`src/rtl/toggle_scheduler_pkg.sv`:
```
// Shared constants for the toggle scheduler.
// FSM encodings and default bank geometry.
package toggle_scheduler_pkg;

    localparam logic [1:0] ST_IDLE = 2'd0;
    localparam logic [1:0] ST_RUN  = 2'd1;
    localparam logic [1:0] ST_PARK = 2'd2;

    localparam int N_CH_DEF = 4;
    localparam int PW_DEF   = 8;

endpackage

```
`src/rtl/toggle_scheduler_cell.sv`:
```
// Single T flip-flop used as one output channel.
// Inverts q on every edge where t is high.
module toggle_cell (
    input  logic clk,
    input  logic rst,
    input  logic t,
    output logic q
);

    always_ff @(posedge clk or posedge rst) begin
        if (rst) begin
            q <= 1'b0;
        end else if (t) begin
            q <= ~q;
        end
    end

endmodule

```
`src/rtl/toggle_scheduler.sv`:
```
// Bank of period-counted toggle channels with an
// IDLE/RUN/PARK sequencer and an idle-only config port.
module toggle_scheduler
    import toggle_scheduler_pkg::*;
#(
    parameter int N_CH = N_CH_DEF,
    parameter int PW   = PW_DEF,
    parameter int CHW  = 2
) (
    input  logic            clk,
    input  logic            rst,
    input  logic            cfg_valid,
    output logic            cfg_ready,
    input  logic [CHW-1:0]  cfg_ch,
    input  logic [PW-1:0]   cfg_period,
    input  logic            cfg_en,
    input  logic            start,
    input  logic            stop,
    output logic            busy,
    output logic [N_CH-1:0] q,
    output logic [N_CH-1:0] tick
);

    logic [1:0]      state;
    logic [PW-1:0]   period [N_CH];
    logic [PW-1:0]   cnt    [N_CH];
    logic [N_CH-1:0] en;
    logic [N_CH-1:0] active;
    logic            cfg_fire;

    assign cfg_ready = (state == ST_IDLE) && !start;
    assign busy      = (state != ST_IDLE);
    assign cfg_fire  = cfg_valid && cfg_ready;

    always_comb begin
        active = '0;
        for (int i = 0; i < N_CH; i++) begin
            active[i] = en[i] && (period[i] != '0);
        end
    end

    // In PARK every high output is fed back to its own t input.
    always_comb begin
        tick = '0;
        for (int i = 0; i < N_CH; i++) begin
            case (state)
                ST_RUN:  tick[i] = active[i] && (cnt[i] == '0);
                ST_PARK: tick[i] = q[i];
                default: tick[i] = 1'b0;
            endcase
        end
    end

    always_ff @(posedge clk or posedge rst) begin
        if (rst) begin
            state <= ST_IDLE;
        end else begin
            case (state)
                ST_IDLE: if (start) state <= ST_RUN;
                ST_RUN:  if (stop)  state <= ST_PARK;
                ST_PARK: state <= ST_IDLE;
                default: state <= ST_IDLE;
            endcase
        end
    end

    always_ff @(posedge clk or posedge rst) begin
        if (rst) begin
            en <= '0;
            for (int i = 0; i < N_CH; i++) begin
                period[i] <= '0;
            end
        end else begin
            for (int i = 0; i < N_CH; i++) begin
                if (cfg_fire && (cfg_ch == CHW'(i))) begin
                    period[i] <= cfg_period;
                    en[i]     <= cfg_en;
                end
            end
        end
    end

    always_ff @(posedge clk or posedge rst) begin
        if (rst) begin
            for (int i = 0; i < N_CH; i++) begin
                cnt[i] <= '0;
            end
        end else begin
            for (int i = 0; i < N_CH; i++) begin
                if (state == ST_IDLE && start) begin
                    cnt[i] <= active[i] ? period[i] - PW'(1) : '0;
                end else if (state == ST_RUN && !stop && active[i]) begin
                    cnt[i] <= (cnt[i] == '0) ? period[i] - PW'(1)
                                             : cnt[i] - PW'(1);
                end
            end
        end
    end

    for (genvar g = 0; g < N_CH; g++) begin : g_cell
        toggle_cell u_cell (
            .clk (clk),
            .rst (rst),
            .t   (tick[g]),
            .q   (q[g])
        );
    end

endmodule

```
`config.mk`:
```
export PLATFORM = sky130hd
export DESIGN_NAME = toggle_scheduler
export DESIGN_NICKNAME = d
export VERILOG_FILES = /design/src/rtl/toggle_scheduler_pkg.sv /design/src/rtl/toggle_scheduler_cell.sv /design/src/rtl/toggle_scheduler.sv
export SDC_FILE = /design/constraint.sdc
export NUM_CORES = 1
export LEC_CHECK = 0
export BUFFER_PORTS_ARGS = -buffer_cell sky130_fd_sc_hd__buf_2
export CAP_MARGIN = 10
export CORE_ASPECT_RATIO = 1.5
export CORE_MARGIN = 2
export CORE_UTILIZATION = 40
export CTS_BUF_LIST = sky130_fd_sc_hd__clkbuf_4 sky130_fd_sc_hd__clkbuf_8
export CTS_CLUSTER_SIZE = 24
export DETAILED_ROUTE_END_ITERATION = 6
export GPL_ROUTABILITY_DRIVEN = 0
export MAX_ROUTING_LAYER = met4
export PLACE_DENSITY_LB_ADDON = 0.08
export SLEW_MARGIN = 20
export SYNTH_ARGS = -nofsm -noshare
export SYNTH_HDL_FRONTEND = slang
export SYNTH_SLANG_ARGS = --single-unit
export TNS_END_PERCENT = 50
```
`constraint.sdc`:
```
create_clock -name clk -period 3.61 [get_ports clk]
set_input_delay 0.722 -clock clk [delete_from_list [all_inputs] [get_ports clk]]
set_output_delay 0.722 -clock clk [all_outputs]
set_load 0.02 [all_outputs]
```
==> metrics.csv <==
stage,metric,value,unit
detailed_routing,first drt pass iteration count,5,
pwr,Sw Ratio,0.4427,
critical_path,critical-path cell list,or4_1 > nor3_4 > and3_1 > a21oi_1 > nor2_1 > buf_2,
global_routing,global-route wire length before repair,19.22,mm
pwr,combinational fraction of design power,0.490,
timing,Fmax,319.7,MHz
pwr,part of the power in the clock network,0.157,
global_routing,largest net degree at the start of global routing,39,
placed_design,Place WS,0.8629,ns
critical_path,"slowest stage delay, CP",0.72,ns
global_routing,Total GRT Usage,0.2044,
pwr,switching pwr,2.073,mW
global_routing,Overflow after GRT,0,
synth,Netlist cell types,75,
cts,clk buf depth,2,
synth,"top cells by area, synth","dfrtp_1 40%, mux2_2 9.6%, ha_1 5.1%",
pwr,Leak,2.122,nW
pwr,pwr dens,909.6,nW/um^2
die,die width,92.37,microns
synth,sequential fraction of the synthesis area,0.3952,
global_routing,vias in the first global route,3690,
critical_path,CP Class,flip-flop to primary output,
detailed_routing,final WL,11.89,mm
cts,Post-CTS Hold Buffers,0,
synth,asr flop ratio synth,1.000,
min_path,class of the worst hold path,flip-flop to flip-flop,
die,Initial Util,0.4085,
detailed_routing,ANT nets after route,0,
timing,final hold vios,0,
global_routing,initial antenna violation count,0,
synth,Synth area leader,dfrtp_1,
timing,Setup Viol. Count Final,0,
cts,"CTS clk-pin slew, worst paths",0.08,ns
cts,CTS tree,done,
timing,post-route minimum period,3.128,ns
die,I/O Pins,26,
synth,Yosys top cell area share,0.3952,
timing,count of pins over their slew limit,0,
detailed_routing,DR vias,3802,
placed_design,hpwl dp,9.029,mm
critical_path,"Max FO, Critical Path",6,
critical_path,critical path endpoint category,primary output,
flow_run,Max-Cap Viols,0,
cts,cts repair resizes,0,
layout,Fillers,1101,
die,die height,136.6,microns
cts,Worst-Skew Late Latency,0.35,ns
cts,# Post-CTS Setup Buffers,0,
critical_path,Worst EP arrival,2.41,ns
layout,"most common cell after layout, fill and taps aside",dfrtp_1,
critical_path,Required @ worst endpoint,2.89,ns
cts,CTS HTree Levels,3,
synth,syn_nets,518,
detailed_routing,routed length per placed instance,17.99,microns
timing,fin worst setup slack,0.4821,ns
synth,synthesized area per cell,9.701,sq um
critical_path,R2R setup slack,1.02,ns
critical_path,CP max-delay cell,or4_1,
detailed_routing,DRC,0,
cts,clk sinks,74,
die,core area,11470,sq um
pwr,Seq pwr share,0.353,
detailed_routing,1st-iter DRT viols,207,
timing,worst rel slew slack,0.4218,
pwr,Pint,2.610,mW
detailed_routing,via/cell ratio,5.752,
status,status,finished clean,
critical_path,crit path launch type,flip-flop,
synth,Syn Std Cell Area,4686,sq um
timing,Worst Max-Slew Pin Slew,0.8672,ns
synth,Synth warnings,0,
cts,Num CTS Buffers,9,
synth,#FFs+latches synth,74,
layout,fraction of layout instances using a drive strength above 1,0.2211,
die,die area,12610,sq um
pwr,Peak VDD IR,441.5,uV
synth,Main synth FF type,dfrtp_1,
timing,RSZ-0062 raised after global routing,no,
layout,final net count,541,
cts,Root Driver,clkbuf_8,
timing,Setup Skew,0.01131,ns
layout,Layout area overhead,9.880,%
synth,Syn Inst Count,483,
timing,final worst-path cycle share,0.8665,
die,# rows,48,
synth,Post-synth EDFFs,0,
layout,most frequent cells in the layout,"74 x dfrtp_1, 40 x mux2_2, 39 x nor2_1, 32 x o21ai_0, 28 x nand2_1",
timing,total negative slack,0,ns
layout,total inserted antenna cells,0,
placed_design,# port buffers,25,
[worst paths after layout]
check                                          startpoint                        endpoint  cells past startpoint
min                        g_cell[3].u_cell.q$_DFFE_PP0P_  g_cell[3].u_cell.q$_DFFE_PP0P_                      1
min reg2reg                g_cell[3].u_cell.q$_DFFE_PP0P_  g_cell[3].u_cell.q$_DFFE_PP0P_                      1
max reg2reg                          state[1]$_DFFE_PP0P_             cnt[23]$_DFFE_PP0P_                      7
max in group asynchronous                             rst           period[9]$_DFFE_PP0P_                      3
max                                   cnt[11]$_DFFE_PP0P_                         tick[2]                      6
min in group asynchronous                             rst            state[1]$_DFFE_PP0P_                      2
[metrics by stage]
step / total power, mW / util / instances / instance area [sq um] / hold WS [ns]
floorplan: 3.380 / - / 483 / 4686 / 0.4685
global placement: 3.933 / 0.4294 / 645 / 4926 / 0.4864
detailed placement: 3.964 / 0.4294 / 645 / 4926 / 0.4932
CTS: 4.716 / 0.4488 / 661 / 5149 / 0.5109
global route: 5.072 / 0.4488 / 661 / 5149 / 0.5409
finish: 4.683 / 0.4488 / 661 / 5149 / 0.5035
[registers in the layout (all words and copies together) (netlist names)]
name	count
g_cell.u_cell.q	4
period	32
en	4
cnt	32
state	2
[cell type report]
cell class	count	area, sq um	share of cell area
inverter	26	97.59	0.01896
clock buffer	11	145.1	0.02819
multi-input combinational	362	2604	0.5057
tap	150	187.7	0.03645
clock inverter	5	77.57	0.01507
timing repair buffer	33	185.2	0.03597
sequential	74	1852	0.3597
[worst max-delay path: cells and delay by family, from the launching register on]
family / cells / cell delay, ns
compound gates: 1 / 0.07
buf+inv: 1 / 0.17
simple gates: 4 / 1.38
flops: 1 / 0.44
[logic make-up after synthesis]
group,Yosys count,share of synthesized area
AND/OR/NAND/NOR,153,0.1789
AO/OA/AOI/OAI,124,0.1792
flip-flops,74,0.3952
buffers and inverters,47,0.04913
multiplexers,42,0.1004
XOR/XNOR,24,0.04646
adder cells (fa/ha/maj),19,0.05073
[cell usage after synthesis (all sizes together), types with 11 or more instances]
cell type and instances:
dfrtp 74, nor2 41, mux2 40, o21ai 40, a21oi 28, nand2 28, inv 25, nor3 21
ha 19, buf 16, xnor2 16, nand3 11
[layer usage]
metal / share of wire / up-vias / wire [microns] / track usage
met5: 0 / - / 0 / -
met4: 0.031 / 0 / 363 / 0.09619
met3: 0.034 / 28 / 401 / 0.02808
met2: 0.53 / 95 / 6343 / 0.3544
met1: 0.40 / 1858 / 4785 / 0.2328
li1: - / 1821 / - / -
[power by group through the flow]
| stage | registers [mW] | clock network (mW) | logic (mW) |
|---|---|---|---|
| global placement | 1.66 | 0 | 2.28 |
| floorplan | 1.53 | 0 | 1.85 |
| CTS | 1.65 | 0.754 | 2.31 |
| global route | 1.73 | 0.793 | 2.55 |
| finish | 1.65 | 0.733 | 2.30 |
| detailed placement | 1.67 | 0 | 2.29 |
Power figures use the tool's default switching activity.
